**src/rtl/rv32_lsu_pkg.sv**
```systemverilog
// rv32_lsu_pkg: shared types and constants for the MEM-stage load/store unit.
//   - lsu_state_e : FSM states of mem_stage_lsu
//   - lsu_size_e  : access size decoded from funct3
//   - BE_*        : byte-enable patterns for a lane-0 access
//   - decode_size : funct3 -> lsu_size_e ([1] word, else [0] half, else byte)
package rv32_lsu_pkg;

    typedef enum logic [1:0] {
        ST_IDLE = 2'd0,
        ST_REQ  = 2'd1,
        ST_RESP = 2'd2,
        ST_DONE = 2'd3
    } lsu_state_e;

    typedef enum logic [1:0] {
        LSU_BYTE = 2'd0,
        LSU_HALF = 2'd1,
        LSU_WORD = 2'd2
    } lsu_size_e;

    localparam logic [3:0] BE_BYTE = 4'b0001;
    localparam logic [3:0] BE_HALF = 4'b0011;
    localparam logic [3:0] BE_WORD = 4'b1111;

    function automatic lsu_size_e decode_size(input logic [2:0] funct3);
        if (funct3[1])      return LSU_WORD;
        else if (funct3[0]) return LSU_HALF;
        else                return LSU_BYTE;
    endfunction

endpackage

```
**src/rtl/lsu_lane_align.sv**
```systemverilog
// lsu_lane_align: purely combinational lane steering for the load/store unit.
//   size       in  2   access size (lsu_size_e encoding)
//   zext       in  1   1 = zero-extend loads, 0 = sign-extend
//   offset     in  2   byte offset of the address within the word
//   store_data in  32  right-aligned store data
//   read_data  in  32  raw word from the data bus
//   be         out 4   byte enables for a store of this size/offset
//   wdata      out 32  store data replicated across all lanes
//   load_data  out 32  selected, truncated and extended load data
//   misalign   out 1   half with offset[0]=1, or word with offset!=0
// Half accesses always use lane {offset[1],0} and word accesses lane 0, so
// the unaligned address bits are simply ignored when no trap is taken.
module lsu_lane_align
    import rv32_lsu_pkg::*;
(
    input  logic [1:0]  size,
    input  logic        zext,
    input  logic [1:0]  offset,
    input  logic [31:0] store_data,
    input  logic [31:0] read_data,
    output logic [3:0]  be,
    output logic [31:0] wdata,
    output logic [31:0] load_data,
    output logic        misalign
);

    logic [1:0]  lane;
    logic [31:0] shifted;

    always_comb begin
        // NOTE: every output gets a default first, so no path through the
        // case can leave a signal unassigned and infer a latch.
        lane     = 2'b00;
        be       = BE_WORD;
        wdata    = store_data;
        misalign = 1'b0;
        case (lsu_size_e'(size))
            LSU_BYTE: begin
                lane  = offset;
                be    = BE_BYTE << offset;
                wdata = {4{store_data[7:0]}};
            end
            LSU_HALF: begin
                lane     = {offset[1], 1'b0};
                be       = BE_HALF << {offset[1], 1'b0};
                wdata    = {2{store_data[15:0]}};
                misalign = offset[0];
            end
            default: begin
                misalign = |offset;
            end
        endcase
    end

    assign shifted = read_data >> {lane, 3'b000};

    always_comb begin
        load_data = shifted;
        case (lsu_size_e'(size))
            LSU_BYTE: load_data = {{24{~zext & shifted[7]}},  shifted[7:0]};
            LSU_HALF: load_data = {{16{~zext & shifted[15]}}, shifted[15:0]};
            default:  load_data = shifted;
        endcase
    end

endmodule

```
**src/rtl/mem_stage_lsu.sv**
```systemverilog
// mem_stage_lsu: MEM-stage load/store unit of the RV32I pipeline.
// Runs one req/gnt(/rvalid) transaction per load or store and stalls the
// upstream pipeline registers while the access is outstanding.
//
// Optional feature: define LSU_MISALIGN_TRAP_EN to suppress misaligned
// half/word accesses and pulse MisalignM instead; otherwise MisalignM is 0.
//
// Ports:
//   clk, rst            clock, synchronous active-high reset
//   MemReadM/MemWriteM  load / store request (store wins if both high)
//   StrobeM[2:0]        funct3: size in [1:0], [2]=1 zero-extends loads
//   isPeripheralM       region select, forwarded to bus_periph
//   ALUResultM          byte address
//   WriteDataM          right-aligned store data
//   StallM              freeze IF..EX/MEM while an access is in flight
//   ReadDataM           extended load data, non-zero only in DONE
//   ErrM                bus error pulse in DONE
//   MisalignM           misalignment pulse (trap build only)
//   bus_*               request/grant/response data bus master port
module mem_stage_lsu
    import rv32_lsu_pkg::*;
#(
    parameter int ADDR_W = 32,
    parameter int DATA_W = 32
) (
    input  logic              clk,
    input  logic              rst,
    input  logic              MemReadM,
    input  logic              MemWriteM,
    input  logic [2:0]        StrobeM,
    input  logic              isPeripheralM,
    input  logic [ADDR_W-1:0] ALUResultM,
    input  logic [DATA_W-1:0] WriteDataM,
    output logic              StallM,
    output logic [DATA_W-1:0] ReadDataM,
    output logic              ErrM,
    output logic              MisalignM,
    output logic              bus_req,
    output logic              bus_we,
    output logic              bus_periph,
    output logic [ADDR_W-1:0] bus_addr,
    output logic [3:0]        bus_be,
    output logic [DATA_W-1:0] bus_wdata,
    input  logic              bus_gnt,
    input  logic              bus_rvalid,
    input  logic [DATA_W-1:0] bus_rdata,
    input  logic              bus_err
);

    lsu_state_e  state_q, state_d;

    logic        we_q;
    logic        periph_q;
    logic [ADDR_W-1:0] addr_q;
    logic [3:0]  be_q;
    logic [DATA_W-1:0] wdata_q;
    logic [1:0]  size_q;
    logic        zext_q;
    logic [1:0]  off_q;
    logic [DATA_W-1:0] rdata_q;
    logic        err_q;

    logic        in_idle;
    logic        access;
    logic        trap;
    logic        start;
    logic [1:0]  cur_size;
    logic [1:0]  align_size;
    logic        align_zext;
    logic [1:0]  align_off;
    logic [3:0]  align_be;
    logic [DATA_W-1:0] align_wdata;
    logic [DATA_W-1:0] align_load;
    logic        align_misalign;

    assign in_idle  = (state_q == ST_IDLE);
    assign access   = MemReadM | MemWriteM;
    assign cur_size = decode_size(StrobeM);

    // In IDLE the aligner decodes the incoming instruction so the store
    // lanes can be captured; afterwards it works from the captured fields
    // so the returning read data is extended with the right size/offset.
    assign align_size = in_idle ? cur_size       : size_q;
    assign align_zext = in_idle ? StrobeM[2]     : zext_q;
    assign align_off  = in_idle ? ALUResultM[1:0] : off_q;

    lsu_lane_align u_align (
        .size       (align_size),
        .zext       (align_zext),
        .offset     (align_off),
        .store_data (WriteDataM),
        .read_data  (bus_rdata),
        .be         (align_be),
        .wdata      (align_wdata),
        .load_data  (align_load),
        .misalign   (align_misalign)
    );

`ifdef LSU_MISALIGN_TRAP_EN
    assign trap      = align_misalign;
    assign MisalignM = in_idle & access & align_misalign;
`else
    logic unused_misalign;
    assign unused_misalign = align_misalign;
    assign trap      = 1'b0;
    assign MisalignM = 1'b0;
`endif

    assign start = in_idle & access & ~trap;

    always_comb begin
        state_d = state_q;
        case (state_q)
            ST_IDLE: if (start) state_d = ST_REQ;
            ST_REQ:  if (bus_gnt) state_d = we_q ? ST_DONE : ST_RESP;
            ST_RESP: if (bus_rvalid) state_d = ST_DONE;
            default: state_d = ST_IDLE;
        endcase
    end

    always_ff @(posedge clk) begin
        if (rst) begin
            // NOTE: the captured bus fields are reset as well, because every
            // bus_* output is driven straight from them and must read 0.
            state_q  <= ST_IDLE;
            we_q     <= 1'b0;
            periph_q <= 1'b0;
            addr_q   <= '0;
            be_q     <= '0;
            wdata_q  <= '0;
            size_q   <= 2'b00;
            zext_q   <= 1'b0;
            off_q    <= 2'b00;
            rdata_q  <= '0;
            err_q    <= 1'b0;
        end else begin
            // NOTE: non-blocking assignments so every register samples the
            // pre-edge values, independent of statement order.
            state_q <= state_d;
            case (state_q)
                ST_IDLE: begin
                    if (start) begin
                        we_q     <= MemWriteM;
                        periph_q <= isPeripheralM;
                        addr_q   <= {ALUResultM[ADDR_W-1:2], 2'b00};
                        be_q     <= MemWriteM ? align_be : BE_WORD;
                        wdata_q  <= align_wdata;
                        size_q   <= cur_size;
                        zext_q   <= StrobeM[2];
                        off_q    <= ALUResultM[1:0];
                    end
                end
                ST_REQ: begin
                    // Writes complete on grant; the error travels with gnt.
                    if (bus_gnt && we_q) begin
                        err_q   <= bus_err;
                        rdata_q <= '0;
                    end
                end
                ST_RESP: begin
                    if (bus_rvalid) begin
                        rdata_q <= align_load;
                        err_q   <= bus_err;
                    end
                end
                default: ;
            endcase
        end
    end

    // The first stall cycle is combinational so the instruction in M is held
    // on the very edge that launches the request.
    assign StallM     = start | (state_q == ST_REQ) | (state_q == ST_RESP);
    assign bus_req    = (state_q == ST_REQ);
    assign bus_we     = we_q;
    assign bus_periph = periph_q;
    assign bus_addr   = addr_q;
    assign bus_be     = be_q;
    assign bus_wdata  = wdata_q;
    assign ReadDataM  = ((state_q == ST_DONE) && !err_q) ? rdata_q : '0;
    assign ErrM       = (state_q == ST_DONE) & err_q;

endmodule

```
**config.mk**
```make
export PLATFORM = sky130hd
export DESIGN_NAME = mem_stage_lsu
export DESIGN_NICKNAME = d
export VERILOG_FILES = /design/src/rtl/rv32_lsu_pkg.sv /design/src/rtl/lsu_lane_align.sv /design/src/rtl/mem_stage_lsu.sv
export SDC_FILE = /design/constraint.sdc
export NUM_CORES = 1
export LEC_CHECK = 0
export CORE_ASPECT_RATIO = 1.1
export CORE_MARGIN = 1.5
export CORE_UTILIZATION = 46
export CTS_BUF_LIST = sky130_fd_sc_hd__clkbuf_16
export DETAILED_ROUTE_END_ITERATION = 10
export GPL_ROUTABILITY_DRIVEN = 0
export GPL_TIMING_DRIVEN = 0
export MAX_ROUTING_LAYER = met4
export PLACE_DENSITY_LB_ADDON = 0.05
export SYNTH_ARGS = -nofsm -noshare
export SYNTH_HDL_FRONTEND = slang
export SYNTH_SLANG_ARGS = --single-unit
```
**constraint.sdc**
```tcl
create_clock -name clk -period 5.8 [get_ports clk]
set_input_delay 1.16 -clock clk [delete_from_list [all_inputs] [get_ports clk]]
set_output_delay 1.16 -clock clk [all_outputs]
set_load 0.02 [all_outputs]
```
==> results of run 1 <==
placed cells by master (no fill, tap or decap), types with 5 or more instances in the layout:
cell type and count:
nor2_1 36, clkdlybuf4s50_1 208, a211o_1 8, a211oi_1 18, clkbuf_16 9, and2_1 35, ha_1 5, a21oi_1 55
o21ai_0 18, inv_1 6, o211ai_1 8, a22o_1 7, mux2i_1 50, clkbuf_1 32, dfxtp_1 108, nand2_1 124
o21ai_1 8, buf_2 5, nor3_1 5, o21ai_2 10
layer usage:
metal	track usage	vias up
met4	0.1260	0
met3	0.05775	32
li1	-	2425
met1	0.3348	2336
met5	-	-
met2	0.4940	199
layout make-up:
cell class | instances | area, sq um | share of cell area
sequential | 108 | 2162 | 0.2869
inverter | 4 | 15.01 | 0.001993
timing repair buffer | 208 | 2082 | 0.2763
multi-input combinational | 425 | 2567 | 0.3408
buffer | 45 | 220.2 | 0.02923
clock buffer | 9 | 225.2 | 0.02989
tap | 143 | 178.9 | 0.02375
clock inverter | 7 | 83.83 | 0.01113
power breakdown:
part | internal, uW | switching [uW]
Combinational | 729 | 1020
Sequential | 935 | 113
Clock | 373 | 270
Total | 2040 | 1400
worst paths after layout:
kind / start / endpoint / slack, ps / cells after the start
max: MemWriteM / StallM / 1280 / 5
min: rdata_q[18] / rdata_q[18] / 450 / 2
max reg2reg: state_q[0] / rdata_q[8] / 3270 / 8
min reg2reg: rdata_q[18] / rdata_q[18] / 450 / 2
registers in the layout, indices dropped and copies added, names as in the netlist:
name	flops
bus_wdata	32
rdata_q	32
bus_addr	30
bus_be	4
off_q	2
size_q	2
state_q	2
bus_periph	1
bus_we	1
err_q	1
zext_q	1
worst max-delay path: stages:
cell and delay, ps:
clkdlybuf4s50_1 510, o21ai_1 600, clkbuf_1 420, nand2_1 100, clkdlybuf4s50_1 570
metrics by stage:
stage	hold slack, ps	cell area (sq um)	setup slack (ps)
5_1_grt	471.0	7535	1197
6_report	447.9	7535	1277
3_3_place_gp	431.2	7226	1304
4_1_cts	449.6	7535	1294
2_1_floorplan	420.6	4965	2661
3_5_place_dp	433.7	7226	1307
cells by family after synthesis:
| group | after synthesis |
|---|---|
| fa+ha+maj | 5 |
| compound gates | 144 |
| buf+inv | 49 |
| flops | 108 |
| mux | 51 |
| simple gates | 222 |
| other cells | 1 |
==> results.json, run 1 <==
{
  "peakVddDrop_mv": 0.2799,
  "finClkSkew_ps": 10.19,
  "yosys-mux-area-fraction": 0.1032,
  "synthTopCellsByArea": "dfxtp_1, mux2i_1, nand2_1",
  "path_clk_slew_ps": 70,
  "postCtsSetupRepairBufs": 0,
  "cp.required_ps": 4640,
  "cts_buffers": 9,
  "diodes": 0,
  "worstSetupStartpointType": "primary input",
  "synthDistinctLibCells": 47,
  "syn_area_per_cell_sq_um": 8.547,
  "grt_pass1_vias": 5025,
  "synth_top_area_frac": 0.4361,
  "drc": 0,
  "setup_violations": 0,
  "synth-seq-area-share": 0.4361,
  "synth-edff-count": 0,
  "grt_max_degree": 17,
  "synth_compound_area_frac": 0.1911,
  "cts.sinks": 108,
  "slew_headroom": 0.4587,
  "crit_type": "primary input to primary output",
  "htreeDepth": 3,
  "synthCells": 580,
  "met1_length_um": 6542,
  "layout-drive-gt1-share": 0.05831,
  "dp_cells": 933,
  "status": "complete, no violations",
  "post-dp-hpwl_um": 12440,
  "clk-insertion-delay-late_ps": 350,
  "pin_count": 213,
  "path_max_fanout": 10,
  "synth_common_cells": "nand2_1, dfxtp_1, a21oi_1",
  "cts_root_buffer": "clkbuf_16",
  "io_buffers": 208,
  "wl_per_cell_um": 17.04,
  "core_area_sq_um": 10440,
  "start_util": 0.4747,
  "synth-seq-cells": 108,
  "overflow": 0,
  "die_area_sq_um": 11410,
  "yosys.area_share.adder": 0.01262,
  "stdcell_count": 949,
  "vias": 4992,
  "antenna_found_initial": 0,
  "yosysTopAreaCell": "dfxtp_1",
  "tightest_slew_ps": 805.7,
  "utilization": 0.7215,
  "critPathCaptureType": "primary output",
  "p_per_area_nw_per_um2": 456.2,
  "drt_iter0_markers": 285,
  "maxCapViolCount": 0,
  "postRouteAntennaNets": 0,
  "finalWirelength_um": 16170,
  "grt_pass1_wl_um": 25170,
  "period_share": 0.7799,
  "cts_hold_buf": 0,
  "slew_violations": 0,
  "p_leak_uw": 0.002990,
  "ys.warnings.count": 0,
  "hp-class": "flip-flop to flip-flop",
  "max_freq_mhz": 221.1,
  "synth_xor_area_frac": 0,
  "cts_tree": "built",
  "wl_met2_um": 8087,
  "synthFlopType": "dfxtp_1",
  "wl_met3_um": 1030,
  "cp.arrival_ps": 3360,
  "rows": 39,
  "fin_crit_ps": 4523,
  "synth.most_common_cell": "nand2_1",
  "die_x_um": 102.0,
  "layout.nets": 913,
  "post_cts_resized": 0,
  "topRoutingLayerUsed": "met4",
  "viasPerCell": 5.260,
  "netlist_area_sq_um": 4957,
  "syn_to_final_growth_pct": 51.99,
  "rsz0062_at_grt": "false",
  "fill_cells": 872,
  "power_uw": 3437,
  "synth_top_family_by_area": "simple AND/OR/NAND/NOR gates",
  "hold_viol_final": 0,
  "async_flop_share": 0,
  "synthSimpleGateAreaFrac": 0.2087,
  "grt_usage": 0.2935,
  "ctsLongestPathBuffers": 2,
  "finalSetupTns_ps": 0,
  "dr.pass1.iters": 5,
  "die_h_um": 111.9
}
Power figures use the tool's default switching activity.
==> run 2: changes to the inputs <==
Settings changed: CORE_UTILIZATION 46 to 43.
Clock period 5.8 ns to 4.3 ns, I/O delays scaled along.
==> results.json, run 2 (synthesis results as in run 1) <==
{
  "status": "complete, no violations",
  "die_area_sq_um": 12180,
  "pin_count": 213,
  "path_max_fanout": 10,
  "critPathCaptureType": "primary output",
  "fin_ws_ps": 397.6,
  "fin_crit_ps": 3902,
  "post-dp-hpwl_um": 12200,
  "cts_buffers": 9,
  "peakVddDrop_mv": 0.3305,
  "postCtsSetupRepairBufs": 0,
  "max_stage_delay_ps": 650,
  "vias": 4913,
  "final_common_cell": "clkdlybuf4s50_1",
  "rows": 40,
  "clk-insertion-delay-late_ps": 340,
  "tightest_slew_ps": 827.8,
  "cts_root_buffer": "clkbuf_16",
  "ctsLongestPathBuffers": 2,
  "postRouteAntennaNets": 0,
  "grt_max_degree": 16,
  "p_per_area_nw_per_um2": 597.6,
  "grt_pass1_wl_um": 24520,
  "drt_iter0_markers": 232,
  "crit_chain": "clkdlybuf4s50_1 > o21ai_1 > clkbuf_1 > nand2_1 > clkdlybuf4s50_1",
  "wl_per_cell_um": 16.27,
  "die_x_um": 105.4,
  "finalWirelength_um": 15480,
  "syn_to_final_growth_pct": 50.86,
  "antenna_found_initial": 0,
  "cts_hold_buf": 0,
  "post_cts_resized": 0,
  "grt_usage": 0.2633,
  "dr.pass1.iters": 5,
  "layout-drive-gt1-share": 0.05473,
  "viasPerCell": 5.166,
  "hold_viol_final": 0,
  "crit_type": "primary input to primary output",
  "path_clk_slew_ps": 60,
  "finClkSkew_ps": 6.061,
  "htreeDepth": 3,
  "utilization": 0.6761,
  "cts_tree": "built",
  "drc": 0,
  "setup_violations": 0,
  "cp.required_ps": 3440,
  "place_ws_ps": 366.7,
  "start_util": 0.4482,
  "critPathSlowestCell": "o21ai_1",
  "die_h_um": 115.6,
  "period_share": 0.9075,
  "diodes": 0,
  "finalSetupTns_ps": 0,
  "grt_pass1_vias": 4907,
  "maxCapViolCount": 0,
  "max_freq_mhz": 256.3,
  "hp-class": "flip-flop to flip-flop",
  "critPathMostFrequentCell": "clkdlybuf4s50_1",
  "rsz0062_at_grt": "false",
  "core_area_sq_um": 11060,
  "layout_common_cells": "clkdlybuf4s50_1, nand2_1, dfxtp_1, a21oi_1, mux2i_1",
  "cp.arrival_ps": 3040,
  "p_leak_uw": 0.002955,
  "io_buffers": 208,
  "power_uw": 4469,
  "overflow": 0,
  "layout.nets": 913,
  "slew_violations": 0,
  "worstSetupStartpointType": "primary input",
  "cts.sinks": 108,
  "slew_headroom": 0.4439
}
[run 2: worst max-delay path, delay by kind of cell]
family / cells / cell delay, ps
AND/OR/NAND/NOR: 1 / 80
buffers and inverters: 3 / 1450
AO/OA/AOI/OAI: 1 / 650
[run 2: metal layers]
metal	up-vias	track usage	share of wire
li1	2429	-	-
met1	2263	0.3066	0.42
met2	191	0.4519	0.49
met3	30	0.05624	0.065
met4	0	0.09132	0.026
met5	-	-	0
[run 2: power breakdown]
| group | internal, uW | switching [uW] | leakage (uW) |
|---|---|---|---|
| sequential | 1260 | 146 | 0.000886 |
| clock | 379 | 348 | 0.000121 |
| combinational | 983 | 1350 | 0.00195 |
| total | 2620 | 1850 | 0.00296 |
[run 2: area by class of cell]
class                   instances  area (sq um)
plain buffers                  45         220.2
clock buffers                   9         225.2
clock inverters                 5         22.52
fillers                       967          3582
inverters                       4         15.01
multi-input cells             425          2567
flip-flops and latches        108          2162
well taps                     147         183.9
repair buffers                208          2082
[run 2: worst paths after layout]
path                                  start     endpoint  slack, ps  cells past startpoint
worst max-delay path              MemWriteM       StallM        400                      5
worst min-delay path            rdata_q[27]  rdata_q[27]        440                      2
worst max register to register   state_q[1]  rdata_q[12]       1810                      8
worst min register to register  rdata_q[27]  rdata_q[27]        440                      2
[run 2: per-stage QoR]
stage	hold slack (ps)	instances	area, sq um
2_1_floorplan	420.6	582	4965
3_3_place_gp	427.3	937	7231
3_5_place_dp	433.8	937	7231
4_1_cts	445.0	951	7478
5_1_grt	468.1	951	7478
6_report	439.5	951	7478
==> run 3: changes to the inputs <==
Settings changed: SETUP_SLACK_MARGIN set to 0.2.
==> results of run 3 <==
The final DEF is identical to that of run 2; final timing and power are the same.
